==> config.mk <==
export PLATFORM = sky130hd
export DESIGN_NAME = data_sram_bridge_flat
export DESIGN_NICKNAME = d
export VERILOG_FILES = /design/src/rtl/data_bridge_pkg.sv /design/src/rtl/data_sram_bridge_if.sv /design/src/rtl/wbuf_fifo.sv /design/src/rtl/data_sram_bridge.sv /design/src/flat_wrapper.sv
export SDC_FILE = /design/constraint.sdc
export NUM_CORES = 1
export LEC_CHECK = 0
export CAP_MARGIN = 30
export CORE_ASPECT_RATIO = 1.1
export CORE_MARGIN = 1.5
export CORE_UTILIZATION = 57
export CTS_CLUSTER_DIAMETER = 50
export DETAILED_ROUTE_END_ITERATION = 10
export DONT_BUFFER_PORTS = 1
export GPL_TIMING_DRIVEN = 0
export PLACE_DENSITY_LB_ADDON = 0.3
export SYNTH_ARGS = -nofsm -noshare
export SYNTH_HDL_FRONTEND = slang
export SYNTH_HIERARCHICAL = 1
export SYNTH_SLANG_ARGS = --single-unit
==> constraint.sdc <==
create_clock -name clk -period 4.1 [get_ports clk]
set_input_delay 0.82 -clock clk [delete_from_list [all_inputs] [get_ports clk]]
set_output_delay 0.82 -clock clk [all_outputs]
set_load 0.005 [all_outputs]
==> src/rtl/data_bridge_pkg.sv <==
// Shared types and helpers for the CPU data-port to sram-like bridge:
// FSM states, transfer size codes, byte-enable decode and kseg translation.
package data_bridge_pkg;

   typedef enum logic [2:0] {
      IDLE,
      W_ADDR,
      W_DATA,
      R_ADDR,
      R_DATA,
      R_DISCARD
   } bridge_state_t;

   localparam logic [1:0] SIZE_BYTE = 2'd0;
   localparam logic [1:0] SIZE_HALF = 2'd1;
   localparam logic [1:0] SIZE_WORD = 2'd2;

   typedef struct packed {
      logic       legal;
      logic [1:0] size;
      logic [1:0] offset;
   } be_map_t;

   // Only naturally aligned byte, halfword and word enables map to a transfer.
   function automatic be_map_t be_decode(input logic [3:0] wen);
      be_map_t m;
      m.legal  = 1'b1;
      m.size   = SIZE_BYTE;
      m.offset = 2'd0;
      case (wen)
         4'b1111: m.size = SIZE_WORD;
         4'b0011: m.size = SIZE_HALF;
         4'b1100: begin m.size = SIZE_HALF; m.offset = 2'd2; end
         4'b0001: m.offset = 2'd0;
         4'b0010: m.offset = 2'd1;
         4'b0100: m.offset = 2'd2;
         4'b1000: m.offset = 2'd3;
         default: m.legal = 1'b0;
      endcase
      return m;
   endfunction

   // kseg0/kseg1 fold onto physical memory; kseg2/kseg3 pass through.
   function automatic logic [31:0] kseg_xlate(input logic [31:0] a);
      return (a[31:30] == 2'b11) ? a : {3'b000, a[28:0]};
   endfunction

endpackage

==> src/rtl/data_sram_bridge_if.sv <==
// sram-like data bus between the bridge (master) and the memory side (slave).
interface data_sram_bridge_if #(
   parameter int unsigned ADDR_W = 32,
   parameter int unsigned DATA_W = 32
);
   logic              data_req;
   logic              data_wr;
   logic [1:0]        data_size;
   logic [ADDR_W-1:0] data_addr;
   logic [DATA_W-1:0] data_wdata;
   logic [DATA_W-1:0] data_rdata;
   logic              data_addr_ok;
   logic              data_data_ok;

   modport master (
      output data_req, data_wr, data_size, data_addr, data_wdata,
      input  data_rdata, data_addr_ok, data_data_ok
   );

   modport slave (
      input  data_req, data_wr, data_size, data_addr, data_wdata,
      output data_rdata, data_addr_ok, data_data_ok
   );
endinterface

==> src/rtl/wbuf_fifo.sv <==
// Synchronous store-buffer FIFO; a push while full succeeds when a pop
// happens in the same cycle.
module wbuf_fifo #(
   parameter int unsigned WIDTH = 66,
   parameter int unsigned DEPTH = 4
) (
   input  logic                   clk,
   input  logic                   rst,
   input  logic                   push,
   input  logic [WIDTH-1:0]       wdata,
   input  logic                   pop,
   output logic [WIDTH-1:0]       rdata,
   output logic [$clog2(DEPTH):0] count,
   output logic                   full,
   output logic                   empty
);
   localparam int unsigned PTR_W = $clog2(DEPTH);
   localparam int unsigned CNT_W = PTR_W + 1;

   logic [WIDTH-1:0] mem [DEPTH];
   logic [PTR_W-1:0] wptr;
   logic [PTR_W-1:0] rptr;
   logic             do_push;
   logic             do_pop;

   assign do_push = push && (!full || pop);
   assign do_pop  = pop && !empty;
   assign full    = (count == CNT_W'(DEPTH));
   assign empty   = (count == '0);
   assign rdata   = mem[rptr];

   always_ff @(posedge clk) begin
      if (rst) begin
         wptr  <= '0;
         rptr  <= '0;
         count <= '0;
      end else begin
         if (do_push) wptr <= wptr + PTR_W'(1);
         if (do_pop)  rptr <= rptr + PTR_W'(1);
         count <= count + CNT_W'(do_push) - CNT_W'(do_pop);
      end
   end

   // Storage carries no reset; entries are only read behind a valid count.
   always_ff @(posedge clk) begin
      if (do_push) mem[wptr] <= wdata;
   end
endmodule

==> src/rtl/data_sram_bridge.sv <==
// CPU data port to sram-like bus bridge with a posted store buffer;
// buffered stores drain ahead of loads, and flushed loads are retired silently.
module data_sram_bridge
   import data_bridge_pkg::*;
#(
   parameter int unsigned ADDR_W     = 32,
   parameter int unsigned DATA_W     = 32,
   parameter int unsigned WBUF_DEPTH = 4,
   parameter int unsigned KSEG_XLATE = 1
) (
   input  logic                  clk,
   input  logic                  rst,
   input  logic                  flush,
   input  logic [ADDR_W-1:0]     cpu_addr,
   input  logic [DATA_W-1:0]     cpu_wdata,
   input  logic [DATA_W/8-1:0]   cpu_wen,
   input  logic                  cpu_ren,
   output logic [DATA_W-1:0]     cpu_rdata,
   output logic                  cpu_stall,
   output logic                  cpu_err,
   output logic                  wbuf_empty,
   data_sram_bridge_if.master    mem
);
   localparam int unsigned ENT_W = ADDR_W + 2 + DATA_W;
   localparam int unsigned CNT_W = $clog2(WBUF_DEPTH) + 1;
   localparam int unsigned XW    = (ADDR_W > 32) ? ADDR_W : 32;

   function automatic logic [ADDR_W-1:0] xlate(input logic [ADDR_W-1:0] a);
      logic [XW-1:0] e;
      e = XW'(a);
      if (KSEG_XLATE != 0) e[31:0] = kseg_xlate(e[31:0]);
      return ADDR_W'(e);
   endfunction

   bridge_state_t     state, state_nx;
   be_map_t           be;
   logic              wen_any, st_legal, st_block, illegal;
   logic              push, pop, rd_start, rd_cap, rd_done;
   logic              fifo_full, fifo_empty;
   logic [CNT_W-1:0]  count, count_nx;
   logic [ENT_W-1:0]  ent_in, head;
   logic              req_q, wr_q;
   logic [1:0]        size_q;
   logic [ADDR_W-1:0] addr_q;
   logic [DATA_W-1:0] wdata_q;

   assign be       = be_decode(4'(cpu_wen));
   assign wen_any  = |cpu_wen;
   assign illegal  = wen_any && (cpu_ren || !be.legal);
   assign st_legal = wen_any && !cpu_ren && be.legal;
   assign pop      = (state == W_DATA) && mem.data_data_ok;
   assign st_block = st_legal && fifo_full && !pop;
   assign push     = st_legal && !st_block;
   assign rd_start = cpu_ren && !rd_done && !flush;
   assign rd_cap   = (state == R_DATA) && mem.data_data_ok && !flush;
   assign count_nx = count + CNT_W'(push) - CNT_W'(pop);
   assign ent_in   = {xlate(cpu_addr + ADDR_W'(be.offset)), be.size, cpu_wdata};

   // A held load stalls until the cycle after its data returns (rd_done).
   assign cpu_stall = st_block || rd_start;

   wbuf_fifo #(.WIDTH(ENT_W), .DEPTH(WBUF_DEPTH)) u_wbuf (
      .clk   (clk),
      .rst   (rst),
      .push  (push),
      .wdata (ent_in),
      .pop   (pop),
      .rdata (head),
      .count (count),
      .full  (fifo_full),
      .empty (fifo_empty)
   );

   always_ff @(posedge clk) begin
      if (rst) state <= IDLE;
      else     state <= state_nx;
   end

   always_comb begin
      state_nx = state;
      case (state)
         IDLE: begin
            if (!fifo_empty)   state_nx = W_ADDR;
            else if (rd_start) state_nx = R_ADDR;
         end
         W_ADDR:    if (mem.data_addr_ok) state_nx = W_DATA;
         W_DATA:    if (mem.data_data_ok) state_nx = IDLE;
         R_ADDR: begin
            if (mem.data_addr_ok) state_nx = flush ? R_DISCARD : R_DATA;
            else if (flush)       state_nx = IDLE;
         end
         // Data arriving with the flush closes the read; no second data_ok follows.
         R_DATA: begin
            if (mem.data_data_ok) state_nx = IDLE;
            else if (flush)       state_nx = R_DISCARD;
         end
         R_DISCARD: if (mem.data_data_ok) state_nx = IDLE;
         default:   state_nx = IDLE;
      endcase
   end

   // Request fields are latched on entry to an address phase and held stable.
   always_ff @(posedge clk) begin
      if (rst) begin
         req_q      <= 1'b0;
         wr_q       <= 1'b0;
         size_q     <= 2'd0;
         addr_q     <= '0;
         wdata_q    <= '0;
         cpu_rdata  <= '0;
         cpu_err    <= 1'b0;
         rd_done    <= 1'b0;
         wbuf_empty <= 1'b1;
      end else begin
         req_q      <= (state_nx == W_ADDR) || (state_nx == R_ADDR);
         cpu_err    <= illegal && !cpu_stall;
         rd_done    <= rd_cap;
         wbuf_empty <= (count_nx == '0) && (state_nx != W_ADDR) && (state_nx != W_DATA);
         if (rd_cap) cpu_rdata <= mem.data_rdata;
         if (state == IDLE && state_nx == W_ADDR) begin
            wr_q    <= 1'b1;
            addr_q  <= head[ENT_W-1 -: ADDR_W];
            size_q  <= head[DATA_W +: 2];
            wdata_q <= head[DATA_W-1:0];
         end else if (state == IDLE && state_nx == R_ADDR) begin
            wr_q    <= 1'b0;
            addr_q  <= xlate(cpu_addr);
            size_q  <= SIZE_WORD;
            wdata_q <= '0;
         end
      end
   end

   assign mem.data_req   = req_q;
   assign mem.data_wr    = wr_q;
   assign mem.data_size  = size_q;
   assign mem.data_addr  = addr_q;
   assign mem.data_wdata = wdata_q;
endmodule

==> src/flat_wrapper.sv <==
// flat-port wrapper written by rule: the top's interface ports become plain ports
module data_sram_bridge_flat import data_bridge_pkg::*;
#(
   parameter int unsigned ADDR_W     = 32,
   parameter int unsigned DATA_W     = 32,
   parameter int unsigned WBUF_DEPTH = 4,
   parameter int unsigned KSEG_XLATE = 1
)
  (clk, rst, flush, cpu_addr, cpu_wdata, cpu_wen, cpu_ren, cpu_rdata, cpu_stall, cpu_err, wbuf_empty, mem_data_req, mem_data_wr, mem_data_size, mem_data_addr, mem_data_wdata, mem_data_rdata, mem_data_addr_ok, mem_data_data_ok);
  data_sram_bridge_if #(.ADDR_W(ADDR_W), .DATA_W(DATA_W)) mem_i ();
  input  logic clk;
  input  logic rst;
  input  logic flush;
  input  logic [ADDR_W-1:0] cpu_addr;
  input  logic [DATA_W-1:0] cpu_wdata;
  input  logic [DATA_W/8-1:0] cpu_wen;
  input  logic cpu_ren;
  output logic [DATA_W-1:0] cpu_rdata;
  output logic cpu_stall;
  output logic cpu_err;
  output logic wbuf_empty;
  output wire logic [$bits(mem_i.data_req)-1:0] mem_data_req;
  output wire logic [$bits(mem_i.data_wr)-1:0] mem_data_wr;
  output wire logic [$bits(mem_i.data_size)-1:0] mem_data_size;
  output wire logic [$bits(mem_i.data_addr)-1:0] mem_data_addr;
  output wire logic [$bits(mem_i.data_wdata)-1:0] mem_data_wdata;
  input wire logic [$bits(mem_i.data_rdata)-1:0] mem_data_rdata;
  input wire logic [$bits(mem_i.data_addr_ok)-1:0] mem_data_addr_ok;
  input wire logic [$bits(mem_i.data_data_ok)-1:0] mem_data_data_ok;
  assign mem_data_req = mem_i.data_req;
  assign mem_data_wr = mem_i.data_wr;
  assign mem_data_size = mem_i.data_size;
  assign mem_data_addr = mem_i.data_addr;
  assign mem_data_wdata = mem_i.data_wdata;
  assign mem_i.data_rdata = mem_data_rdata;
  assign mem_i.data_addr_ok = mem_data_addr_ok;
  assign mem_i.data_data_ok = mem_data_data_ok;
  data_sram_bridge #(.ADDR_W(ADDR_W), .DATA_W(DATA_W), .WBUF_DEPTH(WBUF_DEPTH), .KSEG_XLATE(KSEG_XLATE)) u_core (.clk(clk), .rst(rst), .flush(flush), .cpu_addr(cpu_addr), .cpu_wdata(cpu_wdata), .cpu_wen(cpu_wen), .cpu_ren(cpu_ren), .cpu_rdata(cpu_rdata), .cpu_stall(cpu_stall), .cpu_err(cpu_err), .wbuf_empty(wbuf_empty), .mem(mem_i));
endmodule
[After elaboration in Yosys (flattened, before gate mapping)]
Memories as Yosys holds them, arrays and structs flattened. A register that Yosys moved wholly into a read port is not among the register bits.
Index checks and enable logic that the tools add are counted.
Operators by class
  reduce and logical (&&, ||, !) cells: 40
  muxes and demuxes: 27
  add/subtract/negate cells: 7
  equal/unequal tests: 19
Operator list (number)
  two-way mux 32 bit: 6
  adder 32 x 2 -> 32 bit: 1
  two-way mux 3 bit: 8
  logical AND 1 bit: 18
  one-hot mux 3 bit (5 select lines): 1
  == test 4 bit (second input constant): 3
  == test 3 x 2 -> 1 bit (second input constant): 3
  == test 3 bit (second input constant): 3
  logical NOT 1 bit: 9
  logical NOT 3 bit: 3
  == test 4 x 2 -> 1 bit (second input constant): 2
  two-way mux 2 bit: 4
  OR reduction 7 bit: 1
  adder 3 x 1 -> 3 bit: 2
  == test 3 x 1 -> 1 bit (second input constant): 2
  two-way mux 1 bit: 6
  one-hot mux 2 bit (3 select lines): 1
  OR reduction 2 bit: 3
  subtractor 3 x 1 -> 3 bit: 2
  adder 2 x 1 -> 2 bit (second input constant): 2
  == test 2 bit (second input constant): 2
  == test 4 x 1 -> 1 bit (second input constant): 1
  == test 4 x 3 -> 1 bit (second input constant): 1
  logical OR 1 bit: 4
  5 further kinds: 5
Storage, ports and cells
  word-level logic and storage cells: 107
  RAM bits: 264
  memories kept: 1
  output and inout port bits: 103
  register bits after elaboration: 113
Memories
  u_core.u_wbuf.mem: depth 4, width 66, read ports 1, clocked after memory_dff 1, write ports 1, line wbuf_fifo.sv:20  | logic [WIDTH-1:0] mem [DEPTH];

[Logic depth before layout (Yosys ltp)]
  word-level depth: 13
  gate-level depth with buffers: 14

[Cells and area by module]
The synthesis kept the hierarchy.
By module, submodules not included
  wbuf_fifo: instances 1, area an instance 9999.6 um2, cells each 395
  data_sram_bridge: instances 1, area an instance 4913.5 um2, cells each 588

[Least setup slack after synthesis]
Ideal clock, no wire load.
  path kind: input-to-reg
  start: input cpu_wen[0]
  end: memory u_core.u_wbuf.mem[2][0] (enable)
  path buffers: 0
  arrival: 3.520 ns
  setup time: 0.431 ns
  stages: 6
  path slack: 0.149 ns
  cells stage by stage: or2_2 > nand2b_1 > a31oi_1 > nor2b_1 > a21boi_2 > and2_1
On the way
  longest elaborated chain between the ends: 11
  elaborated cells between the ends (all ways): 19
  classes of those cells: eq/ne: 7; mux: 3; reduce/logical: 9
Ends and longest elaborated chain
  start: declaration: line flat_wrapper.sv:16  | input logic [DATA_W/8-1:0] cpu_wen;
  == test 4 x 1 -> 1 bit (tied with other cells): line data_bridge_pkg.sv:30  | case (wen)
  OR reduction 7 bit (no source line)
  two-way mux 1 bit: line data_bridge_pkg.sv:30
  logical AND 1 bit (*): line data_sram_bridge.sv:50  | assign st_legal = wen_any && !cpu_ren && be.legal;
  logical AND 1 bit (2 in series): line data_sram_bridge.sv:52  | assign st_block = st_legal && fifo_full && !pop;
  logical NOT 1 bit: line data_sram_bridge.sv:53  | assign push = st_legal && !st_block;
  logical AND 1 bit (*): line data_sram_bridge.sv:53
  named net u_core.push: line data_sram_bridge.sv:38  | logic push, pop, rd_start, rd_cap, rd_done;
  logical AND 1 bit (*): line wbuf_fifo.sv:26  | assign do_push = push && (!full || pop);
  two-way mux 1 bit (*): line wbuf_fifo.sv:46  | if (do_push) mem[wptr] <= wdata;
  two-way mux 1 bit (implied by the code) (*): line wbuf_fifo.sv:46
  end: declaration: line wbuf_fifo.sv:20
Mark *: on every way through the listed nets, which the timed path passes. The rest lies on a longest branch.

[Worst setup path after layout]
  start: register u_core.state[1]
  end: register u_core.u_wbuf.count[2]
On the way
  longest elaborated chain between the ends: 9
  elaborated cells between the ends (all ways): 11
  classes of those cells: add/sub: 2; eq/ne: 1; reduce/logical: 8
Ends and longest elaborated chain
  start: declaration: line data_sram_bridge.sv:35  | bridge_state_t state, state_nx;
  start signal: assignment: line data_sram_bridge.sv:76  | else state <= state_nx;
  == test 3 x 2 -> 1 bit: line data_sram_bridge.sv:51  | assign pop = (state == W_DATA) && mem.data_data_ok;
  logical AND 1 bit: line data_sram_bridge.sv:51
  named net u_core.pop: line data_sram_bridge.sv:38
  logical NOT 1 bit: line data_sram_bridge.sv:52
  logical AND 1 bit: line data_sram_bridge.sv:52
  logical NOT 1 bit: line data_sram_bridge.sv:53
  logical AND 1 bit: line data_sram_bridge.sv:53
  named net u_core.push: line data_sram_bridge.sv:38
  logical AND 1 bit: line wbuf_fifo.sv:26
  adder 3 x 1 -> 3 bit: line wbuf_fifo.sv:40  | count <= count + CNT_W'(do_push) - CNT_W'(do_pop);
  subtractor 3 x 1 -> 3 bit: line wbuf_fifo.sv:40
  end signal: assignment: line wbuf_fifo.sv:40
  end: declaration: line wbuf_fifo.sv:13  | output logic [$clog2(DEPTH):0] count,
The timed path passes the listed nets, and every way through them passes these cells.
A chain may end at the register's enable or synchronous reset.

==> metrics.md <==
| Metric | Value |
|---|---|
| Remaining global-route overflow | 0 |
| Number of synthesized flops with an enable pin | 264 |
| Setup repair bufs after CTS | 0 |
| Pwr Total | 10.6 mW |
| Fin Clk Skew | 0.0215 ns |
| Post-DRT Antenna Nets | 0 |
| Util after Layout | 0.658 |
| Critical Path Fanout Max | 10 |
| Max-cap viol count | 0 |
| Max Root-Sink Buffers | 3 |
| Top-area cell type share of the netlist area | 0.532 |
| Critical path class | reg2reg |
| Area of the mapped netlist | 14900 sq um |
| Total GRT Usage | 0.238 |
| Largest net degree at the start of global routing | 58 |
| Syn avg cell area | 15.2 sq um |
| Worst EP required | 4.49 ns |
| CTS tree | built |
| Top_reg_cell synth | edfxtp_1 |
| Wire length per cell | 23.0 microns |
| Final Net Count | 1149 |
| Input/output buffers | 0 |
| Clock Pin Slew Worst Setup and Hold Paths | 0.06 ns |
| PD cells | 634 nW/um^2 |
| RSZ-0062 raised after global routing | no |
| Sequential area share after synthesis | 0.686 |
| DR vias/cell | 6.03 |
| Initial antenna violation count | 0 |
| Critical path endpoint category | flip-flop |
| Synthesis Warnings | 6 |
| Initial Util | 0.585 |
| CP max stage cell | nor3_1 |
| First-pass DRT Iterations | 5 |
| Final hold slack | 0.384 ns |
| Crit share post-route | 0.783 |
| Status | finished, final reports clean |
| # diodes | 0 |
| DP Wirelength | 21100 microns |
| Die height | 173 microns |
| Hold Path Class | in2reg |
| Vias in the first global route | 8665 |
| Total CTS buffers | 39 |
| CP Cell Sequence | buf_2 > nand2_1 > nor3_1 > nor2b_1 > nor2b_1 > a21boi_2 > inv_1 > ha_1 > inv_1 > ha_1 > fa_1 > xnor2_1 > xnor2_1 > nor2_1 |
| Row count | 61 |
| H-tree levels | 2 |
| DP Worst Slack | 0.430 ns |
| Share of cells above drive strength 1 | 0.166 |
| Startpoint Class | flip-flop |
| Area grow syn2layout | 12.4% |
| Ports | 209 |
| CTS resizes | 0 |
| Endpoints failing hold | 0 |
| Detailed Route WL | 32300 microns |
| First-pass GRT wire length | 48600 microns |
| Worst path arrival time | 3.60 ns |
| Post-layout min period | 3.21 ns |
| DRT iter0 DRCs | 741 |
| Clock Sinks | 379 |
| Top cells by area, synth | edfxtp_1, dfxtp_1, mux4_2 |
| Synth area leader | edfxtp_1 |
| Core area | 25500 sq um |
| Measured slew at the worst slew-check pin | 0.987 ns |
| Die Footprint | 27100 sq um |
| IR drop worst, VDD | 0.424 mV |
| Post-Syn Nets | 1102 |
| Syn Inst Count | 983 |
| Post-CTS Hold Buffers | 0 |
| Final setup violation count | 0 |
| Slew headroom | 0.333 |
| GP Congestion | 0.788 |
| Slew Viols, Final | 0 |
| Worst skew pair latency | 0.53 ns |
| Vias | 8472 |
| Async set or reset register ratio after synthesis | 0 |
| Leak | 5.58 nW |
| DIE WIDTH | 157 microns |
| # DRC | 0 |
| Yosys reg bits | 379 |
| CP max stage delay | 0.41 ns |
| Distinct cells, synth | 56 |
| Max Freq | 0.311 GHz |
| Clock root cell | clkbuf_16 |
| Fin worst setup slack | 0.888 ns |
sequential cells by signal (all words and copies together), names as in the netlist, named ones only:
signal and flops:
u_core/cpu_err 1, u_core/mem.data_size 2, u_core/wbuf_empty 1, u_core/u_wbuf/mem 264, u_core/u_wbuf/rptr 2, u_core/u_wbuf/count 3
u_core/cpu_rdata 32, u_core/rd_done 1, u_core/mem.data_addr 32, u_core/u_wbuf/wptr 2, u_core/state 3, u_core/mem.data_wdata 32
u_core/mem.data_wr 1, u_core/mem.data_req 1
cell families (layout without fill, tap and decap cells):
kind of cell | count (synthesis) | count (layout) | synth area share
mux | 97 | 97 | 0.121
simple gates | 257 | 257 | 0.0783
fa+ha+maj | 13 | 13 | 0.0124
buf+inv | 76 | 153 | 0.0248
compound gates | 128 | 128 | 0.0586
flops | 379 | 379 | 0.686
xor+xnor | 33 | 33 | 0.0194
per-stage QoR:
step,cells,cell area (sq um),TNS (ns)
3_5_place_dp,1335,15500,0
6_report,1406,16800,0
5_1_grt,1406,16800,0
4_1_cts,1406,16800,0
3_3_place_gp,1329,15300,-358.75
2_1_floorplan,983,14900,0
cells in the final DEF (no fill, tap or decap), types with 5 or more instances in the layout:
master and instances:
nor2b_1 8, nand3_1 14, buf_6 7, edfxtp_1 264, nor2_1 95, xor2_1 8, ha_1 10, nor4_1 5
clkinv_2 9, mux2i_1 30, clkbuf_16 40, a21oi_1 45, a211oi_1 30, nand4_1 9, clkbuf_1 35, nor3_1 7
clkbuf_8 5, a22oi_1 33, dfxtp_1 115, and3_1 6, mux4_2 66, inv_1 20, nand2b_1 7, buf_2 17
nand2_1 84, o21ai_0 5, xnor2_1 25
cell usage after synthesis, types with 5 or more instances:
cell / n
clkbuf_1: 29
nor3_1: 7
and3_1: 6
xnor2_1: 25
nand3_1: 14
nor2b_1: 8
mux2i_1: 30
a22oi_1: 33
inv_1: 20
edfxtp_1: 264
nand4_1: 9
nor4_1: 5
xor2_1: 8
ha_1: 10
nor2_1: 95
buf_6: 7
and2_1: 6
buf_2: 16
nand2b_1: 7
o21ai_0: 5
dfxtp_1: 115
a211oi_1: 30
nand2_1: 84
a21oi_1: 45
mux4_2: 66
per-layer routing:
layer | vias to the layer above | GRT usage | part of all wire
met3 | 62 | 0.0559 | 0.079
met4 | 0 | 0.0774 | 0.028
met1 | 4227 | 0.287 | 0.38
li1 | 3840 | - | -
met5 | - | 0 | 0
met2 | 343 | 0.418 | 0.52
worst max-delay path: cells and delay by family (launching register included):
kind | cells | cell delay [ns]
AOI/OAI and AO/OA | 1 | 0.38
adders and majority gates | 3 | 0.83
buffers and inverters | 3 | 0.35
DFF | 1 | 0.33
xor gates and xnor gates | 2 | 0.33
and+or+nand+nor | 5 | 0.87
where the power goes:
part | internal, mW | leakage, nW | total, mW | switching (mW)
sequential | 4.61 | 3.33 | 4.95 | 0.343
clock | 2.08 | 0.642 | 3.50 | 1.42
combinational | 0.882 | 1.60 | 2.18 | 1.30
cell type report:
cell class | instances | area, sq um
clock inverters | 20 | 199
clock buffers | 51 | 1090
inverters | 20 | 75.1
fillers | 1787 | 8730
multi-input cells | 528 | 4320
well taps | 346 | 433
repair buffers | 6 | 115
flip-flops and latches | 379 | 10200
plain buffers | 56 | 294
path summary, 6_finish.rpt:
| kind | from | endpoint | slack (ns) | depth (start not counted) |
|---|---|---|---|---|
| worst max-delay path | u_core/state[1]$_SDFF_PP0_ | u_core/u_wbuf/count[2]$_SDFF_PP0_ | 0.89 | 14 |
| worst max register to register | u_core/state[1]$_SDFF_PP0_ | u_core/u_wbuf/count[2]$_SDFF_PP0_ | 0.89 | 14 |
| worst min register to register | u_core/cpu_rdata[2]$_SDFFE_PP0P_ | u_core/cpu_rdata[2]$_SDFFE_PP0P_ | 0.47 | 2 |
| worst min-delay path | cpu_wdata[21] | u_core/u_wbuf/mem[3][21]$_DFFE_PP_ | 0.38 | 0 |
Power figures use the tool's default switching activity.
